$ cat src/rtl/dma_pkg.sv
// Shared definitions for the v65C02 DMA engine: register map, CTRL bits, FSM states.
package dma_pkg;

  localparam logic [2:0] RegSrcLo = 3'd0;
  localparam logic [2:0] RegSrcHi = 3'd1;
  localparam logic [2:0] RegDstLo = 3'd2;
  localparam logic [2:0] RegDstHi = 3'd3;
  localparam logic [2:0] RegLenLo = 3'd4;
  localparam logic [2:0] RegLenHi = 3'd5;
  localparam logic [2:0] RegCtrl  = 3'd6;
  localparam logic [2:0] RegFill  = 3'd7;

  // CTRL write bits
  localparam int unsigned CtrlStart = 0;
  localparam int unsigned CtrlFill  = 1;
  localparam int unsigned CtrlAbort = 2;
  localparam int unsigned CtrlIrqEn = 3;

  // CTRL read bits
  localparam int unsigned StatBusy    = 0;
  localparam int unsigned StatDone    = 1;
  localparam int unsigned StatAborted = 2;
  localparam int unsigned StatIrqEn   = 3;

  // Upper address nibble of the register window ($A000-$A007) for the top decoder
  localparam logic [3:0] DmaBaseNibble = 4'b1010;

  typedef enum logic [2:0] {
    StIdle,
    StSync,
    StRead,
    StWrite,
    StRestore,
    StPause,
    StDone
  } dma_state_e;

endpackage

$ cat src/rtl/dma_ctrl.sv
// Memory-to-memory DMA engine: halts the 65C02 via RDY, copies or fills blocks in bursts,
// and hands the bus back for CPU_SLOTS cycles between bursts.
module dma_ctrl
  import dma_pkg::*;
#(
  parameter int unsigned BURST_LEN = 16,
  parameter int unsigned CPU_SLOTS = 4
) (
  input  logic        clk_i,
  input  logic        rst_i,
  input  logic        ctrl_en_i,
  input  logic        we_i,
  input  logic [2:0]  addr_i,
  input  logic [7:0]  din_i,
  output logic [7:0]  dout_o,
  input  logic        cpu_we_i,
  output logic        cpu_rdy_o,
  output logic        bus_own_o,
  output logic [15:0] bus_addr_o,
  output logic        bus_we_o,
  output logic [7:0]  bus_dout_o,
  input  logic [7:0]  bus_din_i,
  output logic        irq_o
);

  dma_state_e  r_state, w_state_next;
  logic [15:0] r_src, r_dst, r_len;
  logic [7:0]  r_fill, r_burst, r_slot;
  logic        r_fill_mode, r_irq_en, r_done, r_aborted;

  logic        w_busy, w_reg_wr, w_reg_rd, w_ctrl_wr, w_start, w_abort;
  logic [7:0]  w_burst_inc, w_rd_data, w_status;

  assign w_busy      = (r_state != StIdle);
  assign w_reg_wr    = ctrl_en_i & we_i;
  assign w_reg_rd    = ctrl_en_i & ~we_i;
  assign w_ctrl_wr   = w_reg_wr && (addr_i == RegCtrl);
  assign w_start     = w_ctrl_wr & din_i[CtrlStart];
  assign w_abort     = w_ctrl_wr & din_i[CtrlAbort];
  assign w_burst_inc = r_burst + 8'd1;

  always_comb begin
    w_state_next = r_state;
    case (r_state)
      StIdle:    if (w_start) w_state_next = (r_len == 16'd0) ? StDone : StSync;
      // A CPU held mid-write just repeats it; wait for a read cycle before taking the bus
      StSync:    if (!cpu_we_i) w_state_next = r_fill_mode ? StWrite : StRead;
      StRead:    w_state_next = StWrite;
      StWrite: begin
        if (r_len == 16'd1 || w_burst_inc == 8'(BURST_LEN)) w_state_next = StRestore;
        else w_state_next = r_fill_mode ? StWrite : StRead;
      end
      StRestore: w_state_next = (r_len == 16'd0) ? StDone : StPause;
      StPause: begin
        if (w_abort) w_state_next = StDone;
        else if (r_slot == 8'(CPU_SLOTS - 1)) w_state_next = StSync;
      end
      StDone:    w_state_next = StIdle;
      default:   w_state_next = StIdle;
    endcase
  end

  always_comb begin
    w_status              = '0;
    w_status[StatBusy]    = w_busy;
    w_status[StatDone]    = r_done;
    w_status[StatAborted] = r_aborted;
    w_status[StatIrqEn]   = r_irq_en;
    case (addr_i)
      RegSrcLo: w_rd_data = r_src[7:0];
      RegSrcHi: w_rd_data = r_src[15:8];
      RegDstLo: w_rd_data = r_dst[7:0];
      RegDstHi: w_rd_data = r_dst[15:8];
      RegLenLo: w_rd_data = r_len[7:0];
      RegLenHi: w_rd_data = r_len[15:8];
      RegCtrl:  w_rd_data = w_status;
      default:  w_rd_data = r_fill;
    endcase
  end

  always_ff @(posedge clk_i) begin
    if (rst_i) begin
      r_state     <= StIdle;
      r_src       <= '0;
      r_dst       <= '0;
      r_len       <= '0;
      r_fill      <= '0;
      r_burst     <= '0;
      r_slot      <= '0;
      r_fill_mode <= 1'b0;
      r_irq_en    <= 1'b0;
      r_done      <= 1'b0;
      r_aborted   <= 1'b0;
      dout_o      <= '0;
    end else begin
      r_state <= w_state_next;
      if (w_reg_wr && !w_busy) begin
        case (addr_i)
          RegSrcLo: r_src[7:0]  <= din_i;
          RegSrcHi: r_src[15:8] <= din_i;
          RegDstLo: r_dst[7:0]  <= din_i;
          RegDstHi: r_dst[15:8] <= din_i;
          RegLenLo: r_len[7:0]  <= din_i;
          RegLenHi: r_len[15:8] <= din_i;
          RegFill:  r_fill      <= din_i;
          default: ;
        endcase
      end
      if (w_reg_rd) dout_o <= w_rd_data;
      if ((w_reg_rd && addr_i == RegCtrl) || w_start) begin
        r_done    <= 1'b0;
        r_aborted <= 1'b0;
      end
      if (w_ctrl_wr) r_irq_en <= din_i[CtrlIrqEn];
      if (w_start && !w_busy) r_fill_mode <= din_i[CtrlFill];
      // Status sets come last so they win over a same-cycle clear
      case (r_state)
        StSync:    r_burst <= '0;
        StWrite: begin
          r_dst   <= r_dst + 16'd1;
          r_len   <= r_len - 16'd1;
          r_burst <= w_burst_inc;
          if (!r_fill_mode) r_src <= r_src + 16'd1;
        end
        StRestore: r_slot <= '0;
        StPause: begin
          r_slot <= r_slot + 8'd1;
          if (w_abort) r_aborted <= 1'b1;
        end
        StDone:    r_done <= 1'b1;
        default: ;
      endcase
    end
  end

  always_comb begin
    cpu_rdy_o  = (r_state == StIdle) || (r_state == StPause) || (r_state == StDone);
    bus_own_o  = (r_state == StRead) || (r_state == StWrite);
    bus_we_o   = (r_state == StWrite);
    bus_addr_o = '0;
    bus_dout_o = '0;
    if (r_state == StRead) bus_addr_o = r_src;
    if (r_state == StWrite) begin
      bus_addr_o = r_dst;
      bus_dout_o = r_fill_mode ? r_fill : bus_din_i;
    end
    irq_o = r_done & r_irq_en;
  end

endmodule

$ cat config.mk
export PLATFORM = sky130hd
export DESIGN_NAME = dma_ctrl
export DESIGN_NICKNAME = d
export VERILOG_FILES = /design/src/rtl/dma_pkg.sv /design/src/rtl/dma_ctrl.sv
export SDC_FILE = /design/constraint.sdc
export NUM_CORES = 1
export LEC_CHECK = 0
export BUFFER_PORTS_ARGS = -buffer_cell sky130_fd_sc_hd__buf_2
export CORE_ASPECT_RATIO = 0.8
export CORE_MARGIN = 2
export CORE_UTILIZATION = 45
export DETAILED_ROUTE_END_ITERATION = 10
export MAX_ROUTING_LAYER = met4
export PLACE_DENSITY = 0.74
export SYNTH_ARGS = -nofsm -noshare
export SYNTH_HDL_FRONTEND = slang
export SYNTH_SLANG_ARGS = --single-unit
$ cat constraint.sdc
create_clock -name clk_i -period 5.1 [get_ports clk_i]
set_input_delay 1.02 -clock clk_i [delete_from_list [all_inputs] [get_ports clk_i]]
set_output_delay 1.02 -clock clk_i [all_outputs]
set_load 0.05 [all_outputs]
## Yosys cells after proc, flatten, opt, wreduce, memory -nomap -nowiden

Index checks and enable logic that the tools add are counted.

- Bits in registers: 87
- Output and inout port bits: 36
- Input bits: 24
- Logic and storage cells: 106

- Bitwise gates (word level): 6
- Add/sub/neg operators: 5
- Reduce and logical (&&, ||, !) cells: 28
- Muxes and demuxes: 34
- Eq/ne operators: 19

Operator list:

| kind | count |
|---|---|
| 16-bit two-way mux | 9 |
| 8-bit two-way mux | 8 |
| 8-bit one-hot mux with 7 select lines | 1 |
| 16-bit by 1-bit adder with 16-bit output, second input constant | 2 |
| 8-bit one-hot mux with 2 select lines | 2 |
| 3-bit equality test, second input constant | 7 |
| 3-bit two-way mux | 6 |
| 3-bit one-hot mux with 6 select lines | 1 |
| 8-bit by 1-bit adder with 8-bit output, second input constant | 2 |
| 16-bit by 1-bit equality test with 1-bit output, second input constant | 1 |
| 16-bit zero test | 1 |
| 2-bit nonzero test | 8 |
| 16-bit by 1-bit subtractor with 16-bit output, second input constant | 1 |
| 3-bit by 2-bit equality test with 1-bit output, second input constant | 4 |
| 2-bit AND reduction | 5 |
| 8-bit by 2-bit equality test with 1-bit output, second input constant | 1 |
| 8-bit by 5-bit equality test with 1-bit output, second input constant | 1 |
| 3-bit by 1-bit equality test with 1-bit output, second input constant | 2 |
| 3-bit zero test | 2 |
| 1-bit two-way mux | 6 |
| 1-bit AND | 5 |
| 1-bit logical OR | 5 |
| 1-bit logical AND | 4 |
| 2-bit != test, second input constant | 2 |
| 6 further kinds | 6 |

## Longest topological paths before layout

- Word-level depth: 7
- Mapped depth: 8

## Worst setup path after synthesis

Ideal clock, no wire load.

- Path type: reg2out
- Start: reg r_state[1]
- End: out cpu_rdy_o
- Stages on the path, launching flop included: 6
- Path slack: 2.077 ns
- Data required time: 4.080 ns
- Arrival: 2.003 ns
- Cells stage by stage: dfxtp_1 -> clkbuf_8 -> nand2b_1 -> clkbuf_1 -> nand2_1 -> o21ai_0

- Cells in the longest elaborated chain, start to end: 3

Ends and longest elaborated chain:

| element | line | text |
|---|---|---|
| start, declared | dma_ctrl.sv:26 | `dma_state_e r_state, w_state_next;` |
| start signal, assigned | dma_ctrl.sv:83 | `r_state <= StIdle;` |
| start signal, assigned | dma_ctrl.sv:96 | `r_state <= w_state_next;` |
| 3-bit equality test or 3-bit zero test (tied branches) | dma_ctrl.sv:137 | `cpu_rdy_o = (r_state == StIdle) \|\| (r_state == StPause) \|\| (r_state == StDone);` |
| 1-bit logical OR | dma_ctrl.sv:137 |  |
| 1-bit logical OR * | dma_ctrl.sv:137 |  |
| end, declared | dma_ctrl.sv:17 | `output logic cpu_rdy_o,` |

Every way passes the cells marked *; elsewhere a longest branch is shown, timed or not.

## Final worst setup path

- Start: reg r_state[1]
- End: out bus_addr_o[8]

- Cells in the longest elaborated chain, start to end: 3

Ends and longest elaborated chain:

| element | line | text |
|---|---|---|
| 3-bit by 2-bit equality test with 1-bit output | dma_ctrl.sv:142 | `if (r_state == StRead) bus_addr_o = r_src;` |
| 16-bit two-way mux | dma_ctrl.sv:142 |  |
| 16-bit two-way mux * | dma_ctrl.sv:143 | `if (r_state == StWrite) begin` |
| end, declared | dma_ctrl.sv:19 | `output logic [15:0] bus_addr_o,` |

Marked as above.

==> impl_metrics.tcl <==
set metrics [dict create \
    antennaDiodeCount 0 \
    syn_to_final_growth_pct 9.84 \
    synth-seq-area-share_pct 32.1 \
    finalWirelength_mm 17.5 \
    yosys.cell_count.top_type "nor2_1" \
    numCtsBuffers 9 \
    routabilityCongestion 0.985 \
    relSlewSlack_pct 36.4 \
    yosys_warnings 0 \
    grt_pass1_vias 5150 \
    nNetsFinal 751 \
    yosysTopAreaCell "dfxtp_1" \
    p_comb_share_pct 16.3 \
    synth_edf_count 0 \
    coreArea_sq_um 11600 \
    worst_setup_path_end_kind "output pin" \
    critPathArrivalTime_ps 2500 \
    switchingPower_uw 516 \
    swShare_pct 30.4 \
    gr-total-overflow 0 \
    yosysTopAreaCellShare_pct 32.1 \
    drive_above_1_share_pct 14.9 \
    hold_class "reg2reg" \
    final_util_pct 51.1 \
    synth_fp_nets 732 \
    initial_core_util_pct 46.5 \
    port-buffer-count 59 \
    hold_depth 2 \
    r2r_slack_ps 1820 \
    status "completed" \
    r2r-start "r_state[1]$_SDFFE_PP0P_" \
    hold_viol 0 \
    p_total_uw 1700 \
    async_flop_share_pct 0 \
    maxSlewViolCount 0 \
    p_seq_share_pct 43.3 \
    internal_power_uw 1180 \
    num_vias 5666 \
    die-area_sq_um 12900 \
    hold_buffers 0 \
    power_density_nw_per_um2 285 \
    synth_area_leaders "dfxtp_1 (32%), nor2_1 (7.6%), a21oi_1 (6.7%), mux2i_1 (6.1%), nand2_1 (3.7%)" \
    antenna_found_initial 0 \
    tns_ps 0 \
    crit_type "reg2out" \
    syn_inst 701 \
    ir_drop_mv 0.201 \
    first_pass_iters 6 \
    tightestPinTransition_ps 953 \
    cts.sinks 87 \
    die_y_microns 102 \
    final_antenna_net_count 0 \
    fmax_mhz 284 \
    drt_iter0_markers 635 \
    min_from "dout_o[4]$_SDFFE_PP0P_" \
    setup_viol 0 \
    clockPowerShare_pct 40.4 \
    netlist_top_cells_count "nor2_1 (110), dfxtp_1 (87), a21oi_1 (73), nand2_1 (53)" \
    synth-main-ff-cell "dfxtp_1" \
    cap_violations 0 \
    holdWs_ps 454 \
    post-route-min-period_ps 3520 \
    place_hpwl_mm 12.2 \
    die_w_microns 127 \
    synth.distinct_cells 75 \
    post_cts_buffers 0 \
    r2r_cells 6 \
    drc 0 \
    r2r-end "r_src[6]$_SDFF_PP0_" \
    clk_pin_slew_ps 70 \
    postSynthAreaPerCell_sq_um 7.73 \
    cts_tree "built" \
    grt_max_degree 42 \
    wl_per_cell_microns 20.1 \
    viasPerCell 6.49 \
    row_count 35 \
    netlist_area_sq_um 5420 \
    crit_required_ps 4080 \
    clockBufferDepth 2 \
    grt.total_usage_pct 28.3 \
    grt_pass1_wl_mm 27.9 \
    cts_resized 0 \
    p_leak_uw 0.00211 \
    cts.htree.levels 3 \
    min_to "dout_o[4]$_SDFFE_PP0P_" \
    root_buffer "clkbuf_16" \
    cp-start-kind "flop" \
    post-route-period-util_pct 69.0 \
    rsz0062_at_grt "no" \
    clk_latency_ps 350 \
    ys_ff_latch 87 \
    crit_fanout 21 \
    ios 60 \
    skew_ps 6.02 \
]
==> per-layer routing <==
layer / vias up / share of wire [%] / track usage, %
met4: 0 / 2.0 / 8.20
met2: 316 / 43 / 41.6
met5: - / 0 / -
met1: 2690 / 44 / 39.6
met3: 38 / 11 / 5.81
li1: 2622 / - / -
==> per-stage QoR <==
step	instances	setup WS (ps)	instance area [sq um]
finish	873	1580	5950
global route	873	1490	5950
global placement	857	1990	5640
floorplan	701	2080	5420
CTS	873	1650	5950
detailed placement	857	1870	5640
==> power by group through the flow <==
stage	combinational (uW)	clock, uW	sequential, uW
6_report	276	686	735
5_1_grt	296	716	737
4_1_cts	271	689	733
3_5_place_dp	270	0	748
3_3_place_gp	266	0	747
2_1_floorplan	218	0	736
==> sequential cells by signal, indices dropped and copies added, names as in the netlist <==
| name | flops |
|---|---|
| dout_o | 8 |
| r_aborted | 1 |
| r_burst | 8 |
| r_done | 1 |
| r_dst | 16 |
| r_fill | 8 |
| r_fill_mode | 1 |
| r_irq_en | 1 |
| r_len | 16 |
| r_slot | 8 |
| r_src | 16 |
| r_state | 3 |
==> layout by cell type, fill, tap and decap left out, types with 4 or more instances in the layout <==
cell type    n
mux4_2       5
and2_1       4
nor2_1     110
nand4_1     10
a31oi_1      8
a22oi_1     11
nand2b_1     4
o21ai_1      5
nand2_1     53
nor3_1      31
nor3_2       4
a32oi_1      4
nand3_1     36
o21ai_0     22
ha_1         7
inv_1       14
dfxtp_1     87
nor4_1       4
o211ai_1     9
or3_1       11
o22ai_1      7
clkbuf_16    9
nor2b_1      5
a211oi_1    13
mux2i_1     33
a2111oi_0    4
a21oi_1     73
mux2_2       8
a221oi_1     5
buf_2       59
==> logic make-up after synthesis <==
logic type	count (synthesis)	synth area share (%)
adders and majority gates	7	1.62
DFF	87	32.1
xor gates and xnor gates	3	0.485
AOI/OAI and AO/OA	190	22.4
muxes	48	10.3
buffers and inverters	69	6.19
and+or+nand+nor	297	26.9
==> critical path: stages, from the launching register on <==
cell      delay (ps)
dfxtp_1          800
nand2b_1         710
nor2_1           330
buf_2            300
==> final cells by class <==
class / instances / area [sq um]
inverter: 15 / 56.3
sequential: 87 / 1740
clock buffer: 10 / 239
tap: 148 / 185
multi-input combinational: 545 / 3340
fill: 1132 / 5700
timing repair buffer: 62 / 318
clock inverter: 6 / 70.1
==> worst max path at each step <==
stage / startpoint / end
finish: r_state[1]$_SDFFE_PP0P_ / bus_addr_o[8]
detailed placement: ctrl_en_i / r_src[6]$_SDFF_PP0_
global placement: ctrl_en_i / r_src[6]$_SDFF_PP0_
global route: r_state[1]$_SDFFE_PP0P_ / bus_we_o
floorplan: r_state[1]$_SDFFE_PP0P_ / cpu_rdy_o
CTS: r_state[1]$_SDFFE_PP0P_ / bus_addr_o[8]
Note: power is estimated with default switching activity, not from simulation.
